### src/rtl/uart_tx_arbiter.sv
// Two-requester packet arbiter in front of a single UART transmitter.
// Whole packets are forwarded atomically; ties alternate; a stalled owner is dropped after TIMEOUT idle cycles.
module uart_tx_arbiter #(
    parameter int TIMEOUT   = 65535,
    parameter int TIMEOUT_W = 16
) (
    input  logic       wb_clk,
    input  logic       wb_rst,
    input  logic       s0_valid,
    input  logic [7:0] s0_data,
    input  logic       s0_last,
    output logic       s0_ready,
    input  logic       s1_valid,
    input  logic [7:0] s1_data,
    input  logic       s1_last,
    output logic       s1_ready,
    output logic       transmit,
    output logic [7:0] tx_byte,
    input  logic       is_transmitting,
    output logic [1:0] grant,
    output logic       busy,
    output logic       timeout_err,
    output logic [2:0] dbg_state
);

    localparam logic [2:0] ST_IDLE       = 3'd0;
    localparam logic [2:0] ST_HOLD       = 3'd1;
    localparam logic [2:0] ST_SEND       = 3'd2;
    localparam logic [2:0] ST_WAIT_START = 3'd3;
    localparam logic [2:0] ST_WAIT_DONE  = 3'd4;

    localparam bit                   TMO_EN   = (TIMEOUT != 0);
    localparam logic [TIMEOUT_W-1:0] TMO_LAST = TIMEOUT_W'((TIMEOUT > 0) ? TIMEOUT - 1 : 0);

    logic [2:0]           state;
    logic [TIMEOUT_W-1:0] tmo_cnt;
    logic [1:0]           grant_r;
    logic [7:0]           tx_byte_r;
    logic                 last_r;
    logic                 last_served;
    logic                 tmo_err_r;

    logic       in_hold;
    logic       tmo_hit;
    logic       handshake;
    logic       pick1;
    logic [7:0] sel_data;
    logic       sel_last;

    // Handshake: a byte moves when sN_valid and sN_ready are both 1 at a rising edge.
    // sN_ready is decoded from registered state only, so it never depends on sN_valid;
    // it is withheld in the cycle the timeout fires so that cycle cannot also accept a byte.
    assign in_hold   = (state == ST_HOLD);
    assign tmo_hit   = TMO_EN && in_hold && (tmo_cnt == TMO_LAST);
    assign s0_ready  = in_hold & grant_r[0] & ~tmo_hit;
    assign s1_ready  = in_hold & grant_r[1] & ~tmo_hit;
    assign handshake = (s0_ready & s0_valid) | (s1_ready & s1_valid);
    assign sel_data  = grant_r[1] ? s1_data : s0_data;
    assign sel_last  = grant_r[1] ? s1_last : s0_last;

    // Requester 1 wins when alone, or on a tie when requester 0 was served last.
    assign pick1 = s1_valid & (~s0_valid | ~last_served);

    always_ff @(posedge wb_clk or negedge wb_rst) begin
        if (!wb_rst) begin
            state       <= ST_IDLE;
            tmo_cnt     <= '0;
            grant_r     <= 2'b00;
            tx_byte_r   <= 8'h00;
            last_r      <= 1'b0;
            last_served <= 1'b1;
            tmo_err_r   <= 1'b0;
        end else begin
            tmo_err_r <= 1'b0;
            case (state)
                ST_IDLE: begin
                    if (!is_transmitting && (s0_valid || s1_valid)) begin
                        grant_r <= pick1 ? 2'b10 : 2'b01;
                        tmo_cnt <= '0;
                        state   <= ST_HOLD;
                    end
                end
                ST_HOLD: begin
                    if (handshake) begin
                        tx_byte_r <= sel_data;
                        last_r    <= sel_last;
                        tmo_cnt   <= '0;
                        state     <= ST_SEND;
                    end else if (tmo_hit) begin
                        tmo_err_r   <= 1'b1;
                        last_served <= grant_r[1];
                        grant_r     <= 2'b00;
                        state       <= ST_IDLE;
                    end else begin
                        tmo_cnt <= tmo_cnt + 1'b1;
                    end
                end
                ST_SEND: begin
                    state <= ST_WAIT_START;
                end
                ST_WAIT_START: begin
                    if (is_transmitting) begin
                        state <= ST_WAIT_DONE;
                    end
                end
                ST_WAIT_DONE: begin
                    if (!is_transmitting) begin
                        if (last_r) begin
                            last_served <= grant_r[1];
                            grant_r     <= 2'b00;
                            state       <= ST_IDLE;
                        end else begin
                            tmo_cnt <= '0;
                            state   <= ST_HOLD;
                        end
                    end
                end
                default: begin
                    state <= ST_IDLE;
                end
            endcase
        end
    end

    assign transmit    = (state == ST_SEND);
    assign tx_byte     = tx_byte_r;
    assign grant       = grant_r;
    assign busy        = (state != ST_IDLE);
    assign timeout_err = tmo_err_r;
    assign dbg_state   = state;

endmodule

### config.mk
export PLATFORM = sky130hd
export DESIGN_NAME = uart_tx_arbiter
export DESIGN_NICKNAME = d
export VERILOG_FILES = /design/src/rtl/uart_tx_arbiter.sv
export SDC_FILE = /design/constraint.sdc
export NUM_CORES = 1
export LEC_CHECK = 0
export CORE_MARGIN = 5
export CORE_UTILIZATION = 35
export CTS_CLUSTER_DIAMETER = 60
export DETAILED_ROUTE_END_ITERATION = 6
export PLACE_DENSITY = 0.64
export SLEW_MARGIN = 25
export SYNTH_ARGS = -nofsm -noshare
export SYNTH_HDL_FRONTEND = slang
export SYNTH_SLANG_ARGS = --single-unit
### constraint.sdc
create_clock -name wb_clk -period 6.6 [get_ports wb_clk]
set_clock_uncertainty 0.05 [all_clocks]
set_input_delay 0.99 -clock wb_clk [delete_from_list [all_inputs] [get_ports wb_clk]]
set_output_delay 0.99 -clock wb_clk [all_outputs]
set_load 0.1 [all_outputs]
Word-level counts from Yosys, hierarchy flattened
Index checks and enable logic that the tools add are counted.

word-level totals
  register bits after elaboration = 32
  latch bits = 0
  bits in writable memories = 0
  ROM bits = 0
  bits of input ports = 23
  output and inout port bits = 18
  logic and storage cells = 77
  memories kept = 0

operators by class
  add/subtract/negate cells = 1
  multiply operators = 0
  divide/modulo/power cells = 0
  magnitude comparators = 0
  equality and inequality tests = 14
  shift-type cells = 0
  muxes and demuxes = 30
  bitwise logic cells = 12
  reductions and logical operators = 13

operators with widths
  kind                     number
  $mux W16                 5
  $pmux W16 S3             1
  $add A16 B1 Y16 const B  1
  $eq A16 B16 Y1 const B   1
  $mux W3                  5
  $pmux W3 S5              1
  $mux W2                  6
  $ne A2 B2 Y1 const B     6
  $reduce_and A5 Y1        2
  $mux W1                  9
  $mux W8                  1
  $and A1 B1 Y1            7
  $eq A3 B2 Y1 const B     2
  $pmux W2 S3              1
  $reduce_and A6 Y1        1
  $reduce_bool A3 Y1       2
  $reduce_and A4 Y1        1
  $eq A3 B1 Y1 const B     1
  $eq A3 B3 Y1 const B     1
  $logic_not A3 Y1         1
  $ne A3 B1 Y1 const B     1
  $ne A3 B2 Y1 const B     1
  $not A1 Y1               3
  $logic_and A1 B1 Y1      2
  other kinds (7)          8

Depth between registers and ports, before layout
Gate-level depths: netlist of the first run.

  word-level depth = 8
  depth in mapped cells = 10
  depth with buffers taken out = 7

Least setup slack after synthesis of the first run
OpenSTA, ideal clock, no wires.

  kind = reg-to-output
  from = register grant_r[1] (netlist: grant[1])
  to = output s1_ready
  arrival time = 3.638 ns
  data required time = 5.560 ns
  slack = 1.922 ns
  cell stages (with the launch flop) = 4
  cells stage by stage = dfrtp_1 -> buf_1 -> inv_1 -> nor3_1

between the ends
  cells in the longest elaborated chain, start to end = 2

ends and longest elaborated chain
  element                     RTL line  text
  start, declared             37        logic [1:0] grant_r;
  start signal, assigned      78        grant_r <= pick1 ? 2'b10 : 2'b01;
  $and A1 B1 Y1 (2 in a row)  56        assign s1_ready = in_hold & grant_r[1] & ~tmo_hit;
  end, declared               16        output logic s1_ready,

No other way between the ends.

Worst setup path after layout of the first run
  from = register tmo_cnt[0]
  to = output s1_ready

between the ends
  cells in the longest elaborated chain, start to end = 4

ends and longest elaborated chain
  element                 RTL line  text
  start, declared         36        logic [TIMEOUT_W-1:0] tmo_cnt;
  start signal, assigned  95        tmo_cnt <= tmo_cnt + 1'b1;
  $eq A16 B16 Y1          54        assign tmo_hit = TMO_EN && in_hold && (tmo_cnt == TMO_LAST);
  $logic_and A1 B1 Y1     54
  $not A1 Y1              56
  $and A1 B1 Y1           56

No other way between the ends.

==> flow_metrics.tcl, run 1 <==
set metrics [dict create \
    post-route-min-period_ns 3.934 \
    timing.rr.end "tmo_cnt[10]$_DFFE_PN0P_" \
    yosysTopAreaCellShare_pct 42.44 \
    hold_buffers 0 \
    timing_worst_setup_path_type "register to primary output" \
    dp.final_hpwl_um 3104 \
    h_tree_depth 2 \
    groute.layer.met2.usage_pct 22.76 \
    worstHoldPathType "register to register" \
    timing.max_cap.violations 0 \
    status "finished, final reports clean" \
    clk_root_buffer_cell "sky130_fd_sc_hd__clkbuf_8" \
    post-layout-total-power_mw 1.179 \
    route.antenna.remaining_nets 0 \
    worst_path_maximum_fanout 7 \
    design.core.area_um2 5075 \
    timing.final.max_slew_violations 0 \
    pre_antenna_drt_iters 4 \
    drt_initial_violations 113 \
    count_of_pins_on_the_block_boundary 41 \
    insertedDiodeCount 0 \
    timing.reg2reg.worst_path_depth 7 \
    viasPerCell 5.165 \
    die_width_um 82.27 \
    worst_setup_path_end_kind "primary output" \
    synth_flop_cell "sky130_fd_sc_hd__dfrtp_1" \
    source_of_the_worst_hold_timing_path "tx_byte[2]$_DFFE_PN0P_" \
    power.leakage_nw 0.9291 \
    yosys-top-cells-area "sky130_fd_sc_hd__dfrtp_1, sky130_fd_sc_hd__a21oi_1, sky130_fd_sc_hd__mux2i_1, sky130_fd_sc_hd__nor2_1, sky130_fd_sc_hd__or4_1" \
    layout-drive-gt1-share_pct 7.531 \
    postSynthAreaPerCell_um2 9.095 \
    powerDensity_nw_per_um2 498.1 \
    dp.cells 301 \
    route.detailed.drc 0 \
    cp.arrival_ns 2.89 \
    cts.reportedPaths.clkPinSlew_ns 0.06 \
    crit_required_ns 5.56 \
    netlist_area_um2 1828 \
    syn_nets 226 \
    holdWs_ns 0.4753 \
    wire_length_of_the_first_global_routing_pass_um 7514 \
    ctsResizeCount 0 \
    synth.cells.most_frequent "sky130_fd_sc_hd__dfrtp_1, sky130_fd_sc_hd__a21oi_1, sky130_fd_sc_hd__nor2_1" \
    area_growth_pct 29.43 \
    first_global_vias 1536 \
    hold_end "tx_byte[2]$_DFFE_PN0P_" \
    synth-async-reset-ratio_pct 100.0 \
    worst-slew-pin-transition_ns 0.9968 \
    cts-buffers-inserted 5 \
    final_period_util_pct 59.60 \
    port_buffers 40 \
    synth_edf_count 0 \
    post_route_cell_area_um2 2366 \
    yosys_warnings 0 \
    max_freq_mhz 254.2 \
    globalRoute.totalOverflow 0 \
    design.die.area_um2 6768 \
    post_cts_setup_buffer_count 0 \
    grt_use_total_pct 14.43 \
    postSynthRegisterBits 32 \
    synth_sequential_area_ratio_pct 43.87 \
    clkLatencyLatePin_ns 0.28 \
    hold_viol_final 0 \
    globalplace.congestion 0.7911 \
    worstHoldPathCells 2 \
    detail_route.wl_per_cell_um 14.09 \
    vias 1596 \
    reg2reg_slack_ns 3.57 \
    clock_path_buffers 2 \
    cts_tree "yes" \
    synth.lib_cells_used.distinct 44 \
    post-synth-top-area-cell "sky130_fd_sc_hd__dfrtp_1" \
    yosysMostFrequentCell "sky130_fd_sc_hd__dfrtp_1" \
    number_of_antenna_violations_at_the_first_check_in_global_routing 0 \
    routed_wl_um 4354 \
    relative_max_transition_margin_pct 33.34 \
    final.setup.tns_ns 0 \
    floorplan.rows 26 \
    placed_cell_area_um2 2267 \
    die_height_um 82.27 \
    cts_sinks 32 \
    layout.nets 263 \
    final_cells 309 \
    setup_repair_after_global_routing_missed_its_margin "false" \
    grt_use_met1_pct 19.46 \
    floorplan.initialDensity_pct 36.02 \
    synth_cells 201 \
    maximum_vdd_ir_drop_mv 0.2888 \
    timing.rr.start "tmo_cnt[0]$_DFFE_PN0P_" \
    cp-start-kind "register" \
    grt_max_degree 33 \
    met3_resource_use_gr_pct 3.145 \
    grt_busiest_layer "met2" \
    finalSetupViolations 0 \
]
cells by family (layout without fill, tap and decap cells):
group / after synthesis / in the layout / synth area share [%]
multiplexers: 10 / 10 / 5.544
AO/OA/AOI/OAI: 60 / 60 / 21.29
buffers and inverters: 24 / 62 / 5.749
AND/OR/NAND/NOR: 73 / 73 / 22.18
flip-flops: 32 / 32 / 43.87
adder cells (fa/ha/maj): 2 / 2 / 1.369
worst max-delay path by stage:
| stage | startpoint | end | slack (ns) |
|---|---|---|---|
| after floorplan | grant[1]$_DFFE_PN0P_ | s1_ready | 1.92 |
| after global placement | tmo_cnt[0]$_DFFE_PN0P_ | s0_ready | 3.15 |
| after detailed placement | tmo_cnt[0]$_DFFE_PN0P_ | s1_ready | 3.09 |
| after CTS | tmo_cnt[0]$_DFFE_PN0P_ | s1_ready | 2.78 |
| after global routing | tmo_cnt[0]$_DFFE_PN0P_ | s0_ready | 2.52 |
| final | tmo_cnt[0]$_DFFE_PN0P_ | s1_ready | 2.67 |
power by group:
| part | switching [mW] | internal (mW) | leakage, nW |
|---|---|---|---|
| logic | 0.528 | 0.188 | 0.469 |
| registers | 0.0621 | 0.244 | 0.409 |
| clock network | 0.0729 | 0.0831 | 0.0510 |
| total | 0.663 | 0.515 | 0.929 |
placed cells by master (no fill, tap or decap), types with 2 or more instances in the layout:
cell type                         synthesis  layout
sky130_fd_sc_hd__a21oi_1                 21      21
sky130_fd_sc_hd__dfrtp_1                 31      31
sky130_fd_sc_hd__mux2i_1                  9       9
sky130_fd_sc_hd__nand2b_1                 7       7
sky130_fd_sc_hd__a21o_1                   3       3
sky130_fd_sc_hd__nand3_1                  7       7
sky130_fd_sc_hd__nor2b_1                  2       2
sky130_fd_sc_hd__clkbuf_8                 0       6
sky130_fd_sc_hd__ha_1                     2       2
sky130_fd_sc_hd__nor3_1                   3       3
sky130_fd_sc_hd__clkinv_2                 0       2
sky130_fd_sc_hd__o22ai_1                  3       3
sky130_fd_sc_hd__nand2_1                 11      11
sky130_fd_sc_hd__nor2_1                  15      15
sky130_fd_sc_hd__nand4_1                  7       7
sky130_fd_sc_hd__or3_1                    3       3
sky130_fd_sc_hd__o21ai_1                  5       5
sky130_fd_sc_hd__o31ai_1                  5       5
sky130_fd_sc_hd__nor4_1                   3       3
sky130_fd_sc_hd__o21bai_1                 3       3
sky130_fd_sc_hd__a211oi_1                 4       4
sky130_fd_sc_hd__and3_1                   2       2
sky130_fd_sc_hd__o21ai_0                  5       5
sky130_fd_sc_hd__inv_1                   13      13
sky130_fd_sc_hd__a22oi_1                  2       2
sky130_fd_sc_hd__o2bb2ai_1                2       2
sky130_fd_sc_hd__o21a_1                   2       2
sky130_fd_sc_hd__clkdlybuf4s50_1          0      40
sky130_fd_sc_hd__or4_1                    7       7
sequential cells by signal, summed over array words and instances, names as in the netlist:
signal,flops
last_served,1
tx_byte,8
dbg_state,3
tmo_cnt,16
grant,2
timeout_err,1
last_r,1
worst max-delay path: stages, from the launching register on:
cell                              delay (ns)
sky130_fd_sc_hd__dfrtp_1                0.43
sky130_fd_sc_hd__inv_1                  0.08
sky130_fd_sc_hd__ha_1                   0.14
sky130_fd_sc_hd__nand4_1                0.13
sky130_fd_sc_hd__nor4_1                 0.73
sky130_fd_sc_hd__nor3_1                 0.09
sky130_fd_sc_hd__clkdlybuf4s50_1        1.00
final cells by class:
cell class	instances	area, um2
multi-input combinational	145	927.1
sequential	32	802.0
clock inverter	2	10.01
tap	70	87.58
fill	508	2709
inverter	13	48.80
timing repair buffer	41	407.9
clock buffer	6	82.58
routing by layer:
metal  share of wire [%]  wire length (um)
met1                  49              2118
met4                 1.5                64
met5                   0                 0
met2                  46              2012
met3                 3.6               158
stage by stage:
| step | setup slack [ns] | util (%) |
|---|---|---|
| 6_report | 2.666 | 46.62 |
| 2_1_floorplan | 1.922 | - |
| 4_1_cts | 2.779 | 46.50 |
| 3_3_place_gp | 3.148 | 44.67 |
| 5_1_grt | 2.524 | 46.62 |
| 3_5_place_dp | 3.094 | 44.67 |
(Power assumes the default switching activity.)
==> inputs of run 2 (changes only) <==
==> constraint.sdc (replaced) <==
create_clock -name wb_clk -period 3.65 [get_ports wb_clk]
set_clock_uncertainty 0.05 [all_clocks]
set_input_delay 0.5475 -clock wb_clk [delete_from_list [all_inputs] [get_ports wb_clk]]
set_output_delay 0.5475 -clock wb_clk [all_outputs]
set_load 0.1 [all_outputs]
==> run 2 against run 1 <==
Sequential power grew 82%. Non-clock buffer count grew 3. Power grew 83%. Sequential share of layout area shrank 0.30 points. Setup slack lost 1.8 ns. Clock power grew 83%. Utilization grew 0.42 points. Count of clock-buffer cells in the layout grew 1. Flip-flop and latch count is the same. Design area grew 0.90%. Hold slack gained 0.0051 ns. Critical path type unchanged. Largest power group unchanged. Highest routed layer unchanged.
==> flow_metrics.tcl, run 2 (synthesis gave the netlist of run 1 again) <==
set metrics [dict create \
    cts_sinks 32 \
    mostFrequentLayoutCells "sky130_fd_sc_hd__clkdlybuf4s50_1, sky130_fd_sc_hd__dfrtp_1, sky130_fd_sc_hd__a21oi_1" \
    register_containing_the_most_flip_flops_in_the_final_layout "tmo_cnt" \
    ctsResizeCount 0 \
    routed_wl_um 4391 \
    worst-slew-pin-transition_ns 0.9960 \
    wire_length_of_the_first_global_routing_pass_um 7410 \
    timing.reg2reg.worst_path_depth 8 \
    drt_initial_violations 97 \
    maximum_vdd_ir_drop_mv 0.5388 \
    h_tree_depth 2 \
    met3_resource_use_gr_pct 4.121 \
    number_of_antenna_violations_at_the_first_check_in_global_routing 0 \
    internal_power_mw 0.9536 \
    post_cts_setup_buffer_count 0 \
    setup_repair_after_global_routing_missed_its_margin "false" \
    num-fill-cells 516 \
    final_cells 312 \
    power.leakage_nw 0.9479 \
    mostFrequentLayoutCell "sky130_fd_sc_hd__clkdlybuf4s50_1" \
    grt_busiest_layer "met2" \
    pre_antenna_drt_iters 5 \
    insertedDiodeCount 0 \
    worst_path_maximum_fanout 12 \
    design.core.area_um2 5075 \
    cts-buffers-inserted 5 \
    timing.max_cap.violations 0 \
    worstHoldPathCells 2 \
    seq_power_share_pct 25.8 \
    hold_buffers 0 \
    worstHoldPathType "register to register" \
    clock_path_buffers 2 \
    grt_max_degree 33 \
    grt_use_met1_pct 16.91 \
    globalRoute.totalOverflow 0 \
    timing_worst_setup_path_type "register to primary output" \
    viasPerCell 5.295 \
    p_comb_share_pct 61.0 \
    layout-drive-gt1-share_pct 10.74 \
    floorplan.rows 26 \
    final.setup.tns_ns 0 \
    post-route-min-period_ns 2.799 \
    largest_register_ffs 16 \
    design.die.area_um2 6768 \
    vias 1652 \
    power_switching_mw 1.205 \
    cp.arrival_ns 2.20 \
    relative_max_transition_margin_pct 33.39 \
    cp-start-kind "register" \
    count_of_pins_on_the_block_boundary 41 \
    groute.layer.met2.usage_pct 25.08 \
    switching_share_pct 55.82 \
    clkLatencyLatePin_ns 0.28 \
    max_freq_mhz 357.3 \
    dp.cells 303 \
    die_width_um 82.27 \
    cts.reportedPaths.clkPinSlew_ns 0.07 \
    crit_required_ns 3.05 \
    route.detailed.drc 0 \
    clk_root_buffer_cell "sky130_fd_sc_hd__clkbuf_8" \
    floorplan.initialDensity_pct 36.02 \
    final_period_util_pct 76.69 \
    hold_viol_final 0 \
    die_height_um 82.27 \
    status "finished, final reports clean" \
    share_clk_of_total_power_pct 13.2 \
    worst_setup_path_end_kind "primary output" \
    layout.nets 266 \
    detail_route.wl_per_cell_um 14.07 \
    grt_use_total_pct 14.31 \
    route.antenna.remaining_nets 0 \
    port_buffers 40 \
    area_growth_pct 30.60 \
    timing.final.max_slew_violations 0 \
    cts_tree "yes" \
    first_global_vias 1595 \
    pre_cts_ws_ns 0.6544 \
    globalplace.congestion 0.8136 \
    dp.final_hpwl_um 3205 \
    powerDensity_nw_per_um2 904.1 \
    holdWs_ns 0.4804 \
    finalSetupViolations 0 \
    setup_slack_ns 0.8510 \
]
==> run 2: cell types whose count changed in the layout (fill, tap and decap cells not counted) <==
cell / change
sky130_fd_sc_hd__nor3_4: -1
sky130_fd_sc_hd__buf_6: +1
sky130_fd_sc_hd__nor3_1: -2
sky130_fd_sc_hd__clkinv_2: -2
sky130_fd_sc_hd__clkinvlp_4: +1
sky130_fd_sc_hd__nor3_2: +3
sky130_fd_sc_hd__clkbuf_1: +1
sky130_fd_sc_hd__clkdlybuf4s50_1: -4
sky130_fd_sc_hd__buf_4: +6
==> run 2: path summary, 6_finish.rpt <==
path / start / end / slack (ns)
worst min-delay path: tx_byte[7]$_DFFE_PN0P_ / tx_byte[7]$_DFFE_PN0P_ / 0.48
worst max register to register: tmo_cnt[0]$_DFFE_PN0P_ / tmo_cnt[10]$_DFFE_PN0P_ / 0.96
worst min register to register: tx_byte[7]$_DFFE_PN0P_ / tx_byte[7]$_DFFE_PN0P_ / 0.48
worst max-delay path: dbg_state[1]$_DFFE_PN0P_ / busy / 0.85
max in group asynchronous: wb_rst / last_served$_DFFE_PN1P_ / 2.60
min in group asynchronous: wb_rst / tx_byte[6]$_DFFE_PN0P_ / 0.62
==> run 2: per-stage QoR <==
step / cell area, um2 / total power [mW] / utilization (%)
final: 2387 / 2.158 / 47.04
after detailed placement: 2282 / 1.870 / 44.97
after floorplan: 1838 / 1.583 / -
after global placement: 2282 / 1.860 / 44.97
after global routing: 2387 / 2.285 / 47.04
after CTS: 2376 / 2.163 / 46.82
==> run 2: layer usage <==
| layer | share of wire (%) | vias to the layer above | routed length (um) |
|---|---|---|---|
| met5 | 0 | - | 0 |
| met4 | 0.55 | 0 | 24 |
| met2 | 52 | 24 | 2298 |
| met1 | 43 | 810 | 1897 |
| met3 | 3.9 | 4 | 170 |
| li1 | - | 814 | - |
==> run 2: final cells by class <==
class	instances	area, um2	area share, %
clock buffers	7	86.33	3.616
well taps	70	87.58	3.669
inverters	13	48.80	2.044
multi-input cells	145	930.9	38.99
clock inverters	1	7.507	0.3145
repair buffers	44	424.2	17.77
flip-flops and latches	32	802.0	33.60
==> run 2: critical path: stages, from the launching register on <==
cell and delay [ns]:
sky130_fd_sc_hd__dfrtp_1 0.50, sky130_fd_sc_hd__or3_1 0.44, sky130_fd_sc_hd__clkdlybuf4s50_1 0.98
==> run 2: power by group through the flow <==
stage / clock (mW) / sequential (mW) / combinational [mW]
2_1_floorplan: 0 / 0.983 / 0.600
3_3_place_gp: 0 / 0.562 / 1.30
3_5_place_dp: 0 / 0.564 / 1.31
4_1_cts: 0.296 / 0.558 / 1.31
5_1_grt: 0.309 / 0.578 / 1.40
6_report: 0.285 / 0.556 / 1.32
==> inputs of run 3 (changes only) <==
--- a/config.mk
+++ b/config.mk
@@ -9,7 +9,7 @@
 export CORE_UTILIZATION = 35
 export CTS_CLUSTER_DIAMETER = 60
 export DETAILED_ROUTE_END_ITERATION = 6
-export PLACE_DENSITY = 0.64
+export PLACE_DENSITY = 0.66
 export SLEW_MARGIN = 25
 export SYNTH_ARGS = -nofsm -noshare
 export SYNTH_HDL_FRONTEND = slang
==> constraint.sdc (replaced) <==
create_clock -name wb_clk -period 2.31 [get_ports wb_clk]
set_clock_uncertainty 0.05 [all_clocks]
set_input_delay 0.3465 -clock wb_clk [delete_from_list [all_inputs] [get_ports wb_clk]]
set_output_delay 0.3465 -clock wb_clk [all_outputs]
set_load 0.1 [all_outputs]
==> run 3 against run 2 <==
Via count grew 4.9%. Largest power group unchanged. Count of clock-buffer cells in the layout is the same. Critical endpoint is now s1_ready. Highest routed layer unchanged. Setup slack lost 0.74 ns. Critical path type unchanged. Sequential power grew 47%.
==> flow_metrics.tcl, run 3 (synthesis gave the netlist of run 1 again) <==
set metrics [dict create \
    globalplace.congestion 0.8611 \
    cp.arrival_ns 1.80 \
    maximum_vdd_ir_drop_mv 0.8625 \
    cpPeakStageDelay_ns 0.38 \
    grt_max_degree 25 \
    route.detailed.drc 0 \
    holdWs_ns 0.4247 \
    hold_buffers 0 \
    cpLargestDelayFamily "buffers and inverters" \
    cts-buffers-inserted 5 \
    pre_antenna_drt_iters 4 \
    seq_area_um2 810.8 \
    worst_setup_path_end_kind "primary output" \
    layout-drive-gt1-share_pct 29.10 \
    critPathBufInv 4 \
    port_buffers 40 \
    placed_cell_area_um2 2540 \
    count_of_pins_on_the_block_boundary 41 \
    die_width_um 82.27 \
    mostFrequentLayoutCells "sky130_fd_sc_hd__buf_4, sky130_fd_sc_hd__dfrtp_1, sky130_fd_sc_hd__clkdlybuf4s50_1" \
    grt_use_total_pct 15.30 \
    setup_repair_after_global_routing_missed_its_margin "false" \
    area_growth_pct 46.89 \
    vias 1733 \
    post-layout-total-power_mw 3.725 \
    reg2reg_slack_ns 0.15 \
    status "finished, final reports clean" \
    cp-start-kind "register" \
    timing.final.max_slew_violations 0 \
    timing.rr.end "tmo_cnt[0]$_DFFE_PN0P_" \
    mostFrequentLayoutCell "sky130_fd_sc_hd__buf_4" \
    max_freq_mhz 454.6 \
    worst_path_maximum_fanout 2 \
    post-route-min-period_ns 2.200 \
    first_global_vias 1693 \
    setup_slack_ns 0.1104 \
    route.antenna.remaining_nets 0 \
    cp_cell_sequence "inv_1 -> ha_1 -> nand4_1 -> buf_4 -> nor4_4 -> buf_4 -> nor3_4 -> buf_12" \
    cts.reportedPaths.clkPinSlew_ns 0.06 \
    design.die.area_um2 6768 \
    finalSetupViolations 0 \
    clkLatencyLatePin_ns 0.29 \
    layout.nets 293 \
    cts_sinks 32 \
    num-fill-cells 478 \
    timing.reg2reg.worst_path_depth 9 \
    viasPerCell 5.127 \
    crit_slowest_cell "sky130_fd_sc_hd__dfrtp_1" \
    insertedDiodeCount 0 \
    critical-path-top-cell-by-count "sky130_fd_sc_hd__buf_4" \
    clk_root_buffer_cell "sky130_fd_sc_hd__clkbuf_8" \
    relative_max_transition_margin_pct 53.67 \
    final_period_util_pct 95.22 \
    floorplan.initialDensity_pct 36.02 \
    routed_wl_um 4657 \
    timing.max_cap.violations 0 \
    clock_path_buffers 2 \
    register_containing_the_most_flip_flops_in_the_final_layout "tmo_cnt" \
    design.core.area_um2 5075 \
    power.leakage_nw 1.139 \
    dp.final_hpwl_um 3463 \
    pre_cts_ws_ns 0.01889 \
    hold_viol_final 0 \
    number_of_antenna_violations_at_the_first_check_in_global_routing 0 \
    timing_worst_setup_path_type "register to primary output" \
    finish.utilization_pct 52.91 \
    die_height_um 82.27 \
    post_route_cell_area_um2 2685 \
    path_depth 8 \
    timing.rr.start "tmo_cnt[0]$_DFFE_PN0P_" \
    powerDensity_nw_per_um2 1387 \
    drt_initial_violations 80 \
    floorplan.rows 26 \
    largest_register_ffs 16 \
    wire_length_of_the_first_global_routing_pass_um 7838 \
    cts_tree "yes" \
    globalRoute.totalOverflow 0 \
    detail_route.wl_per_cell_um 13.78 \
    multiInputGateArea_um2 1003 \
    h_tree_depth 2 \
    crit_required_ns 1.91 \
    worstHoldPathType "primary input to async pin" \
    worst-slew-pin-transition_ns 0.6928 \
]
## run 3: cell types whose count changed in the layout (fill, tap and decap cells not counted), sizes merged
cell	before	now
clkdlybuf4s50	36	22
clkinvlp	1	0
buf	8	49
## run 3: cell type report
class	instances	area share [%]
timing repair buffer	71	23.77
multi-input combinational	145	37.37
tap	70	3.262
clock buffer	7	3.588
sequential	32	30.20
inverter	13	1.817
## run 3: power by group
group | switching, mW | internal (mW)
combinational | 1.67 | 0.760
sequential | 0.112 | 0.708
clock | 0.209 | 0.265
total | 1.99 | 1.73
## run 3: how the worst max path moves through the flow
stage | from | endpoint | slack [ns]
CTS | tmo_cnt[0]$_DFFE_PN0P_ | s1_ready | 0.004
floorplan | grant[1]$_DFFE_PN0P_ | s1_ready | -0.21
detailed placement | is_transmitting | tmo_cnt[13]$_DFFE_PN0P_ | 0.02
finish | tmo_cnt[0]$_DFFE_PN0P_ | s1_ready | 0.11
global placement | is_transmitting | tmo_cnt[11]$_DFFE_PN0P_ | 0.06
global route | tmo_cnt[11]$_DFFE_PN0P_ | tmo_cnt[0]$_DFFE_PN0P_ | 0.006
## run 3: worst reg2reg max path: stages, from the launching register on
cell and delay (ns):
sky130_fd_sc_hd__dfrtp_1 0.38, sky130_fd_sc_hd__inv_1 0.06, sky130_fd_sc_hd__ha_1 0.15, sky130_fd_sc_hd__nand4_1 0.12, sky130_fd_sc_hd__or4_4 0.45, sky130_fd_sc_hd__buf_4 0.18, sky130_fd_sc_hd__a22oi_2 0.25, sky130_fd_sc_hd__nand2b_4 0.18
sky130_fd_sc_hd__buf_4 0.14, sky130_fd_sc_hd__o21ai_0 0.09
## run 3: per-layer routing
layer  share of wire, %  vias up  track usage, %
li1                   -      871               -
met1                 44      826           19.46
met2                 50       29           25.24
met3                3.9        7           2.603
met4                1.8        0           6.977
met5                  0        -               0
## run 3: per-stage QoR
| stage | instances | setup TNS (ns) |
|---|---|---|
| floorplan | 201 | -0.2651 |
| detailed placement | 328 | 0 |
| global route | 338 | 0 |
| CTS | 335 | 0 |
| global placement | 328 | 0 |
| finish | 338 | 0 |
## run 3: timing repair
| action | 4_1_cts | 5_1_grt |
|---|---|---|
| setup buffers | 0 | 3 |
| hold endpoints to repair | 0 | 0 |
| gates resized for setup | 1 | 2 |
| pin swaps | 0 | 4 |
| setup endpoints to repair | 2 | 15 |
